[config.mk]
export PLATFORM = sky130hd
export DESIGN_NAME = sd_block_reader
export DESIGN_NICKNAME = d
export VERILOG_FILES = /design/src/rtl/sd_block_reader_pkg.sv /design/src/rtl/sd_crc16.sv /design/src/rtl/sd_block_reader.sv
export SDC_FILE = /design/constraint.sdc
export NUM_CORES = 1
export LEC_CHECK = 0
export ABC_AREA = 0
export CAP_MARGIN = 5
export CORE_MARGIN = 4
export CORE_UTILIZATION = 30
export CTS_CLUSTER_SIZE = 30
export DETAILED_ROUTE_END_ITERATION = 7
export PLACE_DENSITY = 0.52
export SYNTH_ARGS = -nofsm -noshare
export SYNTH_HDL_FRONTEND = slang
export SYNTH_SLANG_ARGS = --single-unit
[constraint.sdc]
create_clock -name clk -period 2.6 [get_ports clk]
set_input_delay 0.78 -clock clk [delete_from_list [all_inputs] [get_ports clk]]
set_output_delay 0.78 -clock clk [all_outputs]
set_load 0.02 [all_outputs]
[src/rtl/sd_block_reader_pkg.sv]
// Shared constants and state encoding for the SD single-block read path.
package sd_block_reader_pkg;

  localparam logic [7:0]  START_TOKEN    = 8'hFE;
  localparam logic [2:0]  ERR_TOKEN_MASK = 3'b000;
  localparam logic [15:0] CRC16_POLY     = 16'h1021;

  typedef enum logic [2:0] {
    IDLE       = 3'd0,
    WAIT_TOKEN = 3'd1,
    DATA       = 3'd2,
    CRC        = 3'd3,
    FINISH     = 3'd4
  } state_t;

endpackage

[src/rtl/sd_crc16.sv]
// Serial CRC16-CCITT (poly 0x1021, init 0), one data bit per enable, MSB first.
module sd_crc16
  import sd_block_reader_pkg::*;
(
  input  logic        clk,
  input  logic        rst,
  input  logic        clear,
  input  logic        en,
  input  logic        din,
  output logic [15:0] crc
);

  logic fb;

  always_comb fb = crc[15] ^ din;

  always_ff @(posedge clk or negedge rst) begin
    if (!rst)       crc <= '0;
    else if (clear) crc <= '0;
    else if (en)    crc <= {crc[14:0], 1'b0} ^ (fb ? CRC16_POLY : 16'h0000);
  end

endmodule

[src/rtl/sd_block_reader.sv]
// Reads one SD data block over SPI after CMD17: start token, payload, CRC16,
// then streams payload bytes out over valid/ready and reports status.
module sd_block_reader
  import sd_block_reader_pkg::*;
#(
  parameter int CLK_DIV       = 2,
  parameter int BLOCK_BYTES   = 512,
  parameter int TOKEN_TIMEOUT = 4096
) (
  input  logic       clk,
  input  logic       rst,
  input  logic       start,
  input  logic       miso,
  output logic       sdclk,
  output logic       mosi,
  output logic       busy,
  output logic [7:0] data_out,
  output logic       data_valid,
  input  logic       data_ready,
  output logic       done,
  output logic       crc_ok,
  output logic       err_timeout,
  output logic       err_token,
  output logic [3:0] err_code
);

  localparam int DIV_W   = (CLK_DIV > 1) ? $clog2(CLK_DIV) : 1;
  localparam int CNT_MAX = (BLOCK_BYTES > TOKEN_TIMEOUT) ? BLOCK_BYTES : TOKEN_TIMEOUT;
  localparam int CNT_W   = $clog2(CNT_MAX + 1);
  localparam logic [DIV_W-1:0] DIV_TC     = DIV_W'(CLK_DIV - 1);
  localparam logic [CNT_W-1:0] BLOCK_LAST = CNT_W'(BLOCK_BYTES - 1);
  localparam logic [CNT_W-1:0] TOKEN_LAST = CNT_W'(TOKEN_TIMEOUT - 1);

  state_t           state_q, state_d;
  logic             running;
  logic [DIV_W-1:0] div_cnt;
  logic [2:0]       bit_cnt;
  logic [7:0]       shift;
  logic [CNT_W-1:0] byte_cnt;
  logic [7:0]       crc_hi;
  logic [15:0]      crc;
  logic             tc, rise, byte_done, start_byte, accept, launch;

  assign mosi = 1'b1;

  always_comb begin
    tc        = running && (div_cnt == DIV_TC);
    rise      = tc && !sdclk;
    byte_done = tc && sdclk && (bit_cnt == 3'd7);
    accept    = data_valid && data_ready;
    launch    = (state_q == IDLE) && start;
  end

  always_comb begin
    state_d    = state_q;
    start_byte = 1'b0;
    case (state_q)
      IDLE: if (start) state_d = WAIT_TOKEN;
      WAIT_TOKEN: begin
        start_byte = !running;
        if (byte_done) begin
          if (shift == START_TOKEN) state_d = DATA;
          else if (shift[7:5] == ERR_TOKEN_MASK || byte_cnt == TOKEN_LAST) state_d = FINISH;
        end
      end
      DATA: begin
        // holding a byte the consumer has not taken: leave sdclk parked low
        start_byte = !running && !(data_valid && !data_ready);
        if (byte_done && byte_cnt == BLOCK_LAST) state_d = CRC;
      end
      CRC: begin
        start_byte = !running;
        if (byte_done && byte_cnt[0]) state_d = FINISH;
      end
      FINISH: begin
        start_byte = !running && !data_valid;
        if (byte_done) state_d = IDLE;
      end
      default: state_d = IDLE;
    endcase
  end

  // Byte engine: 8 sdclk periods, sample on the rising edge, stop after the 8th fall.
  always_ff @(posedge clk or negedge rst) begin
    if (!rst) begin
      running <= 1'b0;
      div_cnt <= '0;
      bit_cnt <= '0;
      sdclk   <= 1'b0;
      shift   <= '0;
    end else if (start_byte) begin
      running <= 1'b1;
      div_cnt <= '0;
      bit_cnt <= '0;
    end else if (running) begin
      if (tc) begin
        div_cnt <= '0;
        sdclk   <= !sdclk;
        if (rise)                shift   <= {shift[6:0], miso};
        else if (bit_cnt == 3'd7) running <= 1'b0;
        else                     bit_cnt <= bit_cnt + 3'd1;
      end else begin
        div_cnt <= div_cnt + DIV_W'(1);
      end
    end
  end

  always_ff @(posedge clk or negedge rst) begin
    if (!rst) begin
      state_q     <= IDLE;
      busy        <= 1'b0;
      done        <= 1'b0;
      data_out    <= '0;
      data_valid  <= 1'b0;
      crc_ok      <= 1'b0;
      err_timeout <= 1'b0;
      err_token   <= 1'b0;
      err_code    <= '0;
      byte_cnt    <= '0;
      crc_hi      <= '0;
    end else begin
      state_q <= state_d;
      done    <= 1'b0;
      if (state_d != state_q) byte_cnt <= '0;
      else if (byte_done)     byte_cnt <= byte_cnt + CNT_W'(1);
      if (launch) begin
        busy        <= 1'b1;
        crc_ok      <= 1'b0;
        err_timeout <= 1'b0;
        err_token   <= 1'b0;
        err_code    <= '0;
      end
      if (byte_done) begin
        case (state_q)
          WAIT_TOKEN: if (shift != START_TOKEN) begin
            if (shift[7:5] == ERR_TOKEN_MASK) begin
              err_token <= 1'b1;
              err_code  <= shift[3:0];
            end else if (byte_cnt == TOKEN_LAST) begin
              err_timeout <= 1'b1;
            end
          end
          CRC: if (!byte_cnt[0]) crc_hi <= shift;
               else              crc_ok <= ({crc_hi, shift} == crc);
          FINISH: begin
            done <= 1'b1;
            busy <= 1'b0;
          end
          default: ;
        endcase
      end
      if (byte_done && state_q == DATA) begin
        data_out   <= shift;
        data_valid <= 1'b1;
      end else if (accept) begin
        data_valid <= 1'b0;
      end
    end
  end

  sd_crc16 u_crc (
    .clk   (clk),
    .rst   (rst),
    .clear (launch),
    .en    (rise && state_q == DATA),
    .din   (miso),
    .crc   (crc)
  );

endmodule

== Word-level counts from Yosys, hierarchy flattened ==
Cells that the tools add are included.
W data, S select, Z words.

* Register bits: 72
* Latch bits: 0
* Bits in writable memories: 0
* Bits in read-only memories: 0
* Input bits: 5
* Output and inout bits: 20
* Logic and storage cells: 122
* Memories: 0

* Add/sub/neg operators: 3
* $mul: 0
* Divide/modulo/power cells: 0
* Magnitude comparators: 0
* Equal/unequal tests: 13
* Shifts and indexed selects: 0
* Muxes and demuxes: 54
* Bitwise operators: 4
* Reduce and logical (&&, ||, !) cells: 31

{| class="wikitable"
|+ Operators by type and width
! operator !! number
|-
| $mux W13 || 3
|-
| $mux W3 || 12
|-
| $mux W16 || 2
|-
| $mux W1 || 30
|-
| $mux W4 || 5
|-
| $eq A16 B16 Y1 || 1
|-
| $xor A16 B16 Y16 || 1
|-
| $pmux W3 S5 || 1
|-
| $add A13 B1 Y13 const B || 1
|-
| $eq A13 B12 Y1 const B || 1
|-
| $eq A13 B9 Y1 const B || 1
|-
| $logic_and A1 B1 Y1 || 13
|-
| $reduce_bool A2 Y1 || 5
|-
| $eq A8 B8 Y1 const B || 1
|-
| $ne A8 B8 Y1 const B || 1
|-
| $reduce_and A4 Y1 || 2
|-
| $eq A3 B2 Y1 const B || 2
|-
| $eq A3 B3 Y1 const B || 2
|-
| $logic_not A3 Y1 || 2
|-
| $reduce_and A3 Y1 || 2
|-
| $logic_not A1 Y1 || 5
|-
| $add A3 B1 Y3 const B || 1
|-
| $eq A3 B1 Y1 const B || 1
|-
| $ne A3 B3 Y1 || 1
|-
| 8 further kinds || 9
|}

== Depth between registers and ports, before layout ==
Gate-level depths: netlist of the first run.

* Depth in word-level cells: 8
* Mapped depth: 9

== By module ==
From an unflattened synthesis of the first run, not the netlist that was laid out.

* Cell total of the unflattened synthesis: 313
* Area total of the unflattened synthesis: 3532.1 µm²

{| class="wikitable"
|+ Modules (own cells, without submodules)
! module !! times used !! cells each !! area each (µm²) !! sequential area each (µm²)
|-
| sd_block_reader || 1 || 255 || 2844.0 || 1401.3
|-
| sd_crc16 || 1 || 58 || 688.2 || 400.4
|}

== Least setup slack after synthesis of the first run ==
No wires, ideal clock.

* Path kind: reg-to-reg
* Start: register bit_cnt[0]
* End: register crc_hi[0]
* Setup time: 0.125 ns
* Data arrival time: 1.756 ns
* Required time: 2.475 ns
* Setup slack: 0.719 ns
* Cell stages (with the launch flop): 8
* Period minus slack after synthesis: 1.881 ns
* Path through: dfrtp_1 > ha_1 > ha_1 > and4_1 > buf_4 > nand2_2 > nor3_4 > mux2_2

* Word-level cells in the longest chain between the ends: 3

{| class="wikitable"
|+ Ends and longest elaborated chain
! element !! RTL line !! RTL
|-
| start, declared || sd_block_reader.sv:37 || <nowiki>logic [2:0] bit_cnt;</nowiki>
|-
| start signal, assigned || sd_block_reader.sv:101 || <nowiki>else bit_cnt <= bit_cnt + 3'd1;</nowiki>
|-
| $eq A3 B3 Y1 || sd_block_reader.sv:49 || <nowiki>byte_done = tc && sdclk && (bit_cnt == 3'd7);</nowiki>
|-
| $logic_and A1 B1 Y1 || sd_block_reader.sv:49 ||
|-
| $reduce_and A3 Y1 (no source line) || - ||
|-
| end signal, assigned || sd_block_reader.sv:143 || <nowiki>CRC: if (!byte_cnt[0]) crc_hi <= shift;</nowiki>
|-
| end, declared || sd_block_reader.sv:40 || <nowiki>logic [7:0] crc_hi;</nowiki>
|}

Every way passes these cells.
A chain may end at the register's enable or synchronous reset.

== Worst setup path in the final report of the first run ==
* Start: register bit_cnt[0]
* End: register byte_cnt[0]

* Word-level cells in the longest chain between the ends: 7
* Elaborated cells between the ends (all ways): 12
* Those cells by class: eq/ne (2); mux (6); reduce/logical (4)

{| class="wikitable"
|+ Ends and longest elaborated chain
! element !! RTL line !! RTL
|-
| $eq A3 B3 Y1 (*) || sd_block_reader.sv:49 ||
|-
| $logic_and A1 B1 Y1 (*) || sd_block_reader.sv:49 ||
|-
| $logic_and A1 B1 Y1, on equally long branches || sd_block_reader.sv:73, sd_block_reader.sv:69 ||
|-
| $mux W3, on equally long branches || sd_block_reader.sv:73, sd_block_reader.sv:69 ||
|-
| $pmux W3 S5 || sd_block_reader.sv:57 || <nowiki>case (state_q)</nowiki>
|-
| $ne A3 B3 Y1 || sd_block_reader.sv:124 || <nowiki>if (state_d != state_q) byte_cnt <= '0;</nowiki>
|-
| $mux W13 / $reduce_bool A2 Y1 (equally long branches) || - ||
|-
| end signal, assigned || sd_block_reader.sv:125 || <nowiki>else if (byte_done) byte_cnt <= byte_cnt + CNT_W'(1);</nowiki>
|-
| end, declared || sd_block_reader.sv:39 || <nowiki>logic [CNT_W-1:0] byte_cnt;</nowiki>
|}

Every way passes the cells marked *; elsewhere a longest branch is shown, timed or not.

==> results of run 1 <==
area by class of cell:
type                            count  area (um^2)
Fill cell                        1098         6890
Timing Repair Buffer               32          305
Tap cell                          140          175
Multi-Input combinational cell    242         1520
Inverter                            5         18.8
Clock inverter                      6         82.6
Sequential cell                    72         1800
Clock buffer                       10          239
worst paths after layout:
kind,end,slack [ns],cells past startpoint
max in group asynchronous,u_crc.crc[7],1.82,2
min reg2reg,data_out[7],0.47,2
min,running,0.47,2
min in group clk,data_out[7],0.47,2
max,byte_cnt[0],0.39,7
max reg2reg,byte_cnt[0],0.39,7
kinds of logic after synthesis:
group,after synthesis
XOR/XNOR,31
flip-flops,72
buffers and inverters,24
multiplexers,19
other,1
adder cells (fa/ha/maj),3
AND/OR/NAND/NOR,161
AO/OA/AOI/OAI,27
flip-flops by register name, summed over array words and instances, names as in the netlist, 3 cells and up:
| name | cells |
|---|---|
| u_crc.crc | 16 |
| byte_cnt | 13 |
| crc_hi | 8 |
| data_out | 8 |
| shift | 8 |
| err_code | 4 |
| bit_cnt | 3 |
| state_q | 3 |
report_power, final:
part	total [mW]	switching, mW	leakage, nW	internal (mW)
clock	1.32	0.462	0.158	0.860
sequential	1.53	0.236	0.874	1.30
combinational	0.754	0.358	0.797	0.396
synth_stat cells (all sizes together), types with 2 or more instances:
library cell / instances
a21o: 2
a21oi: 6
a22o: 4
and4: 2
buf: 16
clkbuf: 3
dfrtp: 72
ha: 3
inv: 5
mux2: 19
nand2: 77
nand2b: 2
nand3: 21
nand4: 9
nand4b: 2
nor2: 23
nor3: 8
nor4: 7
o21ai: 9
or3: 6
xnor2: 8
xor2: 23
per-stage QoR:
stage	hold slack (ns)	setup slack [ns]	instance area, um^2	instances
floorplan	0.480	0.719	3450	338
global route	0.502	0.178	4140	507
detailed placement	0.464	0.177	3820	491
global placement	0.463	0.216	3820	491
finish	0.468	0.393	4140	507
CTS	0.477	0.352	4140	507
routing by layer:
layer  track usage  share of wire  vias to the layer above
met5             0              0                        -
met4        0.0540          0.017                        0
met3        0.0289          0.045                       10
met2         0.176           0.45                       43
met1         0.171           0.49                     1198
li1              -              -                     1194
==> out/results.ini, run 1 <==
[floorplanning]
core_mm2=0.0110
dieArea_mm2=0.0133
rows=38
die_x_um=115
ios=25
start_util=0.313
die_h_um=115

[placed_design]
port_buffers=23
place_congestion=0.777
place_hpwl_um=4900

[critical_path]
cp.buffers_inverters=0
crit_start=bit_cnt[0]
worstSetupStartpointType=flop
cp_slowest_cell=dfrtp_1
path_class=flop to flop
crit_chain=ha_1, ha_1, nand4_1, a21boi_0, o221ai_1, nand3_2, a21oi_1
cp-end-kind=flop
crit_fanout=13
regToRegStartpoint=bit_cnt[0]
cpPeakStageDelay_ns=0.41
cp_top_family=simple AND/OR/NAND/NOR gates
cp.required_ns=2.85
critPathArrivalTime_ns=2.45
path_common_cell=ha_1

[synth]
synth_compound_area_frac=0.0547
yosysTopAreaCell=dfrtp_1
syn_avg_cell_area_um2=10.2
synth_top_family_by_area=simple AND/OR/NAND/NOR gates
synth_seq_cells=72
synth-adder-area-share=0.0109
async_reset_ff_frac=1.00
synth-simple-area-share=0.233
synth_fp_nets=346
synth_edf_count=0
ys_warn_count=0
ys_seq_area_frac=0.522
synth.cell_area_mm2=0.00345
synth.distinct_cells=46
synthTopCellsByArea=dfrtp_1, nand2_1, mux2_2
postSynthCellCount=338
synth_top_area_frac=0.522
muxShareOfSynthArea=0.0620
ys_dominant_reg_cell=dfrtp_1
synthXorXnorAreaFrac=0.0787

[drt]
post-route-drc-count=0
drtIter0Drc=130
drt-total-wl_um=7310
wl_per_cell_um=14.4
dr.pass1.iters=4
ant_nets=0
routed_via_density=4.82
routed-via-count=2445

[power_and_ir_drop]
p_per_area_mw_per_mm2=871
totalPowerFinal_mw=3.61
p_leak_nw=1.83
max-vdd-ir-drop_mv=0.337

[timing]
fin_crit_sh=0.849
tns_ns=0
hold_violations=0
slew_violations=0
min_period_ns=2.21
worst_pin_slew_ns=0.635
finClkSkew_ns=0.00646
setup_viol=0
timing.fmax_ghz=0.453
maxSlewHeadroom=0.577
rsz0062_at_grt=no

[layout]
drive_gt1_frac=0.174
utilization=0.376
final_common_cell=nand2_1
area_delta_synth_final_pct=20.0
n_antenna_cell=0
final_cell_mix=nand2_1, dfrtp_1, xor2_1
final_nets=370

[global_route]
grt_overflow=0
grtUsageTotal=0.121
antenna_found_initial=0
grt_max_degree=73
grt_pass1_vias=2444
grt_pass1_wl_um=12500

[status]
status=finished, final reports clean

[clocking]
htree_levels=3
cts_buffers=9
cts_buffer_depth=2
clock_latency_ns=0.33
post_cts_resized=0
hold_buffers=0
cts_tree=done
cts_num_sinks=72
cts-root-buf=clkbuf_16
clkTransAtPathRegs_ns=0.06
cts_setup_buffers=0

[hold_path]
min_path_type=input port to async pin

[run]
drv_cap=0

(Power assumes the default switching activity.)
==> run 2: changes to the inputs <==
--- a/config.mk
+++ b/config.mk
@@ -11,7 +11,7 @@
 export CORE_UTILIZATION = 30
 export CTS_CLUSTER_SIZE = 30
 export DETAILED_ROUTE_END_ITERATION = 7
-export PLACE_DENSITY = 0.52
+export PLACE_DENSITY = 0.54
 export SYNTH_ARGS = -nofsm -noshare
 export SYNTH_HDL_FRONTEND = slang
 export SYNTH_SLANG_ARGS = --single-unit
==> constraint.sdc (replaced) <==
create_clock -name clk -period 1.8 [get_ports clk]
set_input_delay 0.54 -clock clk [delete_from_list [all_inputs] [get_ports clk]]
set_output_delay 0.54 -clock clk [all_outputs]
set_load 0.02 [all_outputs]
==> out/results.ini, run 2 (same netlist as run 1, synthesis figures left out) <==
[layout]
n_antenna_cell=0  ; unchanged
utilization=0.421  ; was 0.376
stdcell_count=549  ; was 507
area_delta_synth_final_pct=34.6  ; was 20.0%
largest_registers=u_crc.crc x16, byte_cnt x13  ; unchanged
ff_latch_area_mm2=0.00180  ; about the same
largest_reg_flops=16  ; unchanged
final_nets=412  ; was 370
drive_gt1_frac=0.330  ; was 0.174
final_common_cell=dfrtp_1  ; was nand2_1
regMostFlops=u_crc.crc  ; unchanged
final_cell_mix=dfrtp_1, nand2_1, buf_4  ; was nand2_1, dfrtp_1, xor2_1
fillers=1080  ; was 1098
multiInputGateArea_mm2=0.00172  ; was 0.00152 mm^2

[floorplanning]
die_x_um=115  ; unchanged
start_util=0.313  ; unchanged
dieArea_mm2=0.0133  ; unchanged
die_h_um=115  ; unchanged
core_mm2=0.0110  ; unchanged
rows=38  ; unchanged
ios=25  ; unchanged

[critical_path]
cp-endpoint=data_out[4]  ; was byte_cnt[0]
cp_slowest_cell=dfrtp_1  ; unchanged
path_class=flop to flop  ; unchanged
crit_start=bit_cnt[0]  ; unchanged
cp.required_ns=2.02  ; was 2.85 ns
crit_fanout=8  ; was 13
cp.buffers_inverters=3  ; was 0
cp_top_family=simple AND/OR/NAND/NOR gates  ; unchanged
worstRegToRegCells=9  ; was 7
crit_cells=9  ; was 7
cp-end-kind=flop  ; unchanged
critPathArrivalTime_ns=2.01  ; was 2.45 ns
r2r_end=data_out[4]  ; was byte_cnt[0]
crit_chain=ha_2, ha_4, nand4_1, buf_6, buf_6, or3_4, buf_8, nand2_4, nand2_2  ; was ha_1, ha_1, nand4_1, a21boi_0, o221ai_1, nand3_2, a21oi_1
reg2reg_setup_slack_ns=0.007  ; was 0.39 ns
regToRegStartpoint=bit_cnt[0]  ; unchanged
path_common_cell=buf_6  ; was ha_1
cpPeakStageDelay_ns=0.36  ; was 0.41 ns
worstSetupStartpointType=flop  ; unchanged

[timing]
fin_crit_sh=0.996  ; was 0.849
whs_ns=0.234  ; was 0.468 ns
slew_violations=0  ; unchanged
min_period_ns=1.79  ; was 2.21 ns
setup_viol=0  ; unchanged
hold_violations=0  ; unchanged
finClkSkew_ns=0.00554  ; was 0.00646 ns
timing.fmax_ghz=0.558  ; was 0.453 GHz
rsz0062_at_grt=yes  ; was no

[placed_design]
placed_cells=522  ; was 491
place_congestion=0.789  ; was 0.777
place_hpwl_um=5240  ; was 4900 um
port_buffers=23  ; unchanged

[drt]
routed_via_density=4.75  ; was 4.82
drtIter0Drc=87  ; was 130
ant_nets=0  ; unchanged
post-route-drc-count=0  ; unchanged
routed-via-count=2608  ; was 2445
dr.pass1.iters=4  ; unchanged
drt-total-wl_um=8040  ; was 7310 um
wl_per_cell_um=14.6  ; was 14.4 um

[power_and_ir_drop]
p_per_area_mw_per_mm2=1170  ; was 871 mW/mm^2
p_leak_nw=2.13  ; was 1.83 nW
max-vdd-ir-drop_mv=0.434  ; was 0.337 mV
totalPowerFinal_mw=5.44  ; was 3.61 mW

[clocking]
cts_buffer_depth=2  ; unchanged
cts_buffers=9  ; unchanged
clock_latency_ns=0.33  ; about the same
clkTransAtPathRegs_ns=0.06  ; about the same
cts_num_sinks=72  ; unchanged
htree_levels=3  ; unchanged
cts-root-buf=clkbuf_16  ; unchanged
cts_tree=done  ; unchanged

[global_route]
grt_use_met1=0.182  ; was 0.171
grt_overflow=0  ; unchanged
antenna_found_initial=0  ; unchanged
met2_usage=0.191  ; was 0.176
grtUsageMet3=0.0226  ; was 0.0289
grtUsageTotal=0.129  ; was 0.121
grt_pass1_vias=2595  ; was 2444
grt_busiest_layer=met2  ; unchanged
grt_max_degree=73  ; unchanged
grt_pass1_wl_um=13400  ; was 12500 um

[status]
status=finished, final reports clean  ; unchanged

[hold_path]
min_path_type=input port to async pin  ; unchanged

[run]
drv_cap=0  ; unchanged

-- run 2: changes by cell type in the layout (fill, tap and decap cells not counted), moves of 3 or more --
cell | before | now
buf_4 | 8 | 40
dlygate4sd2_1 | 0 | 19
ha_1 | 3 | 0
nand2_1 | 76 | 67
a21oi_1 | 6 | 3
nand2_2 | 1 | 8
inv_6 | 0 | 3
or3_4 | 2 | 5
clkdlybuf4s50_1 | 22 | 3
nor2_1 | 18 | 14
buf_6 | 0 | 6
nor2_2 | 5 | 8
or3_1 | 4 | 1
-- run 2: layout make-up --
class                           count  share of cell area
Sequential cell                    72               0.388
Multi-Input combinational cell    243               0.370
Timing Repair Buffer               73               0.135
Clock buffer                        9              0.0485
Tap cell                          140              0.0377
Clock inverter                      7              0.0167
Inverter                            5             0.00404
-- run 2: layer usage --
metal  vias up  wire length, um
met5         -                0
met4         0              123
met3        10              313
met2        45             3680
met1      1268             3920
li1       1285                -
-- run 2: through the flow --
stage | cell area (um^2) | setup slack (ns) | TNS (ns)
CTS | 4450 | -0.0266 | -0.200
detailed placement | 4100 | -0.319 | -9.36
floorplan | 3500 | -0.00694 | -0.0555
global placement | 4100 | -0.315 | -9.42
global route | 4650 | -0.0570 | -1.27
finish | 4650 | 0.00735 | 0
-- run 2: worst min-delay path by stage --
stage,slack (ns),startpoint,end
final,0.23,rst,bit_cnt[1]
after global routing,0.27,rst,bit_cnt[2]
after CTS,0.25,rst,bit_cnt[1]
after detailed placement,0.46,data_out[7],data_out[7]
after global placement,0.46,data_out[4],data_out[4]
after floorplan,0.24,rst,bit_cnt[0]
-- run 2: timing repair --
| action | 4_1_cts | 5_1_grt |
|---|---|---|
| hold endpoints to repair | 0 | 0 |
| cloned | 1 | 2 |
| pin swaps | 4 | 23 |
| setup endpoints to repair | 37 | 39 |
| gates resized for setup | 28 | 37 |
| buffers inserted | 2 | 6 |
| hold buffers | 0 | 0 |
-- run 2: worst register-to-register path: cells and delay by family (launching register included) --
family                   cells  cell delay (ns)
buffers and inverters        3             0.45
flip-flops                   1             0.36
adder cells (fa/ha/maj)      2             0.32
AND/OR/NAND/NOR              4             0.55
-- run 2: power by group --
group	switching, mW	internal [mW]	leakage [nW]
sequential	0.196	1.88	0.873
clock	0.711	1.09	0.147
combinational	0.779	0.787	1.11
total	1.69	3.75	2.13
==> run 3: changes to the inputs <==
--- a/config.mk
+++ b/config.mk
@@ -9,9 +9,10 @@
 export CAP_MARGIN = 5
 export CORE_MARGIN = 4
 export CORE_UTILIZATION = 30
+export CTS_BUF_LIST = sky130_fd_sc_hd__clkbuf_16
 export CTS_CLUSTER_SIZE = 30
 export DETAILED_ROUTE_END_ITERATION = 7
-export PLACE_DENSITY = 0.54
+export PLACE_DENSITY = 0.52
 export SYNTH_ARGS = -nofsm -noshare
 export SYNTH_HDL_FRONTEND = slang
 export SYNTH_SLANG_ARGS = --single-unit
==> constraint.sdc (replaced) <==
create_clock -name clk -period 1.7 [get_ports clk]
set_input_delay 0.51 -clock clk [delete_from_list [all_inputs] [get_ports clk]]
set_output_delay 0.51 -clock clk [all_outputs]
set_load 0.02 [all_outputs]
==> out/results.ini, run 3 (same netlist as run 1, synthesis figures left out) <==
[status]
status=finished, violations left  ; was finished, final reports clean
violations=setup timing

[floorplanning]
ios=25  ; unchanged
die_h_um=115  ; unchanged
start_util=0.313  ; unchanged
die_x_um=115  ; unchanged
rows=38  ; unchanged
core_mm2=0.0110  ; unchanged
dieArea_mm2=0.0133  ; unchanged

[clocking]
cts_num_sinks=72  ; unchanged
clkTransAtPathRegs_ns=0.06  ; about the same
cts-root-buf=clkbuf_16  ; unchanged
htree_levels=3  ; unchanged
cts_tree=done  ; unchanged
clock_latency_ns=0.33  ; about the same
cts_buffers=9  ; unchanged
cts_buffer_depth=2  ; unchanged
hold_buffers=0  ; unchanged

[drt]
dr.pass1.iters=4  ; unchanged
ant_nets=0  ; unchanged
drtIter0Drc=134  ; was 87
routed-via-count=2656  ; was 2608
routed_via_density=4.78  ; was 4.75
drt-total-wl_um=8380  ; was 8040 um
wl_per_cell_um=15.1  ; was 14.6 um
post-route-drc-count=0  ; unchanged

[timing]
setup_viol=30  ; was 0
finClkSkew_ns=0.00736  ; was 0.00554 ns
hold_violations=0  ; unchanged
rsz0062_at_grt=yes  ; unchanged
timing.fmax_ghz=0.549  ; was 0.558 GHz
tns_ns=-2.08  ; was 0 ns
min_period_ns=1.82  ; was 1.79 ns
whs_ns=0.183  ; was 0.234 ns
slew_violations=0  ; unchanged
fin_crit_sh=1.07  ; was 0.996
fin_ws_ns=-0.122  ; was 0.00735 ns

[layout]
regMostFlops=u_crc.crc  ; unchanged
area_delta_synth_final_pct=38.6  ; was 34.6%
largest_reg_flops=16  ; unchanged
drive_gt1_frac=0.351  ; was 0.330
final_common_cell=dfrtp_1  ; unchanged
ff_latch_area_mm2=0.00180  ; unchanged
fillers=1050  ; was 1080
n_antenna_cell=0  ; unchanged
multiInputGateArea_mm2=0.00170  ; was 0.00172 mm^2
final_nets=421  ; was 412
final_cell_mix=dfrtp_1, nand2_1, buf_4  ; unchanged
largest_registers=u_crc.crc x16, byte_cnt x13  ; unchanged

[critical_path]
critPathArrivalTime_ns=2.04  ; was 2.01 ns
path_class=flop to flop  ; unchanged
cpPeakStageDelay_ns=0.35  ; was 0.36 ns
worstSetupStartpointType=flop  ; unchanged
cp.required_ns=1.92  ; was 2.02 ns
crit_fanout=5  ; was 8
path_common_cell=buf_6  ; unchanged
cp_slowest_cell=dfrtp_1  ; unchanged
crit_chain=ha_2, ha_4, nand4_1, buf_6, buf_6, or3_4, buf_6, nand2_1, nand2_1  ; was ha_2, ha_4, nand4_1, buf_6, buf_6, or3_4, buf_8, nand2_4, nand2_2
cp-end-kind=flop  ; unchanged

[global_route]
grt_overflow=0  ; unchanged
grt_max_degree=73  ; unchanged
antenna_found_initial=0  ; unchanged
grt_pass1_wl_um=14100  ; was 13400 um
grtUsageTotal=0.139  ; was 0.129
grt_pass1_vias=2671  ; was 2595

[hold_path]
min_path_type=input port to async pin  ; unchanged

[power_and_ir_drop]
totalPowerFinal_mw=5.79  ; was 5.44 mW
p_leak_nw=2.22  ; was 2.13 nW
max-vdd-ir-drop_mv=0.468  ; was 0.434 mV
p_per_area_mw_per_mm2=1210  ; was 1170 mW/mm^2

[placed_design]
place_hpwl_um=5260  ; was 5240 um
port_buffers=23  ; unchanged
place_congestion=0.805  ; was 0.789

[run]
drv_cap=0  ; unchanged

-- run 3: cell types whose count changed in the layout (fill, tap and decap cells not counted), sizes merged --
cell / change
buf: +8
bufbuf: +2
bufinv: +1
clkdlybuf4s15: +1
clkdlybuf4s50: -1
clkinv: -1
inv: -2
nand3: -1
-- run 3: timing repair --
action,CTS,global route
pin swaps,6,13
resized for setup,46,37
buffers inserted,6,2
gates cloned,2,2
endpoints found under the setup margin,49,43
-- run 3: final cells by class --
class,count,area share
clock buffer,9,0.0471
clock inverter,5,0.0157
inverter,5,0.00392
multi-input combinational,242,0.356
sequential,72,0.377
tap,140,0.0366
timing repair buffer,83,0.164
-- run 3: worst paths after layout --
check | from | endpoint | slack [ns] | cells after the start
setup / recovery | bit_cnt[0] | data_out[1] | -0.12 | 9
hold / removal | rst | bit_cnt[1] | 0.18 | 2
setup reg to reg | bit_cnt[0] | data_out[1] | -0.12 | 9
hold reg to reg | data_out[7] | data_out[7] | 0.47 | 2
max in group asynchronous | rst | u_crc.crc[2] | 1.18 | 2
min in group clk | data_out[7] | data_out[7] | 0.47 | 2
-- run 3: critical path: cells and delay by family (launching register included) --
| kind | cells | cell delay [ns] |
|---|---|---|
| buf+inv | 3 | 0.44 |
| fa+ha+maj | 2 | 0.32 |
| simple gates | 4 | 0.59 |
| flops | 1 | 0.35 |
-- run 3: per-stage QoR --
stage	setup WS [ns]	instance area, um^2	instances	util
floorplan	-0.102	3520	338	-
CTS	-0.107	4660	552	0.422
global placement	-0.407	4170	530	0.378
global route	-0.221	4790	556	0.434
detailed placement	-0.412	4170	530	0.378
finish	-0.122	4790	556	0.434
-- run 3: power breakdown --
group / switching [mW] / internal (mW) / total, mW
Sequential: 0.205 / 1.99 / 2.20
Clock: 0.682 / 1.26 / 1.94
Combinational: 0.826 / 0.835 / 1.66
Total: 1.71 / 4.08 / 5.79
-- run 3: layer usage --
metal  track usage  share of wire
met1         0.199           0.50
met2         0.201           0.45
met3        0.0389          0.045
met4        0.0516          0.010
met5             0              0
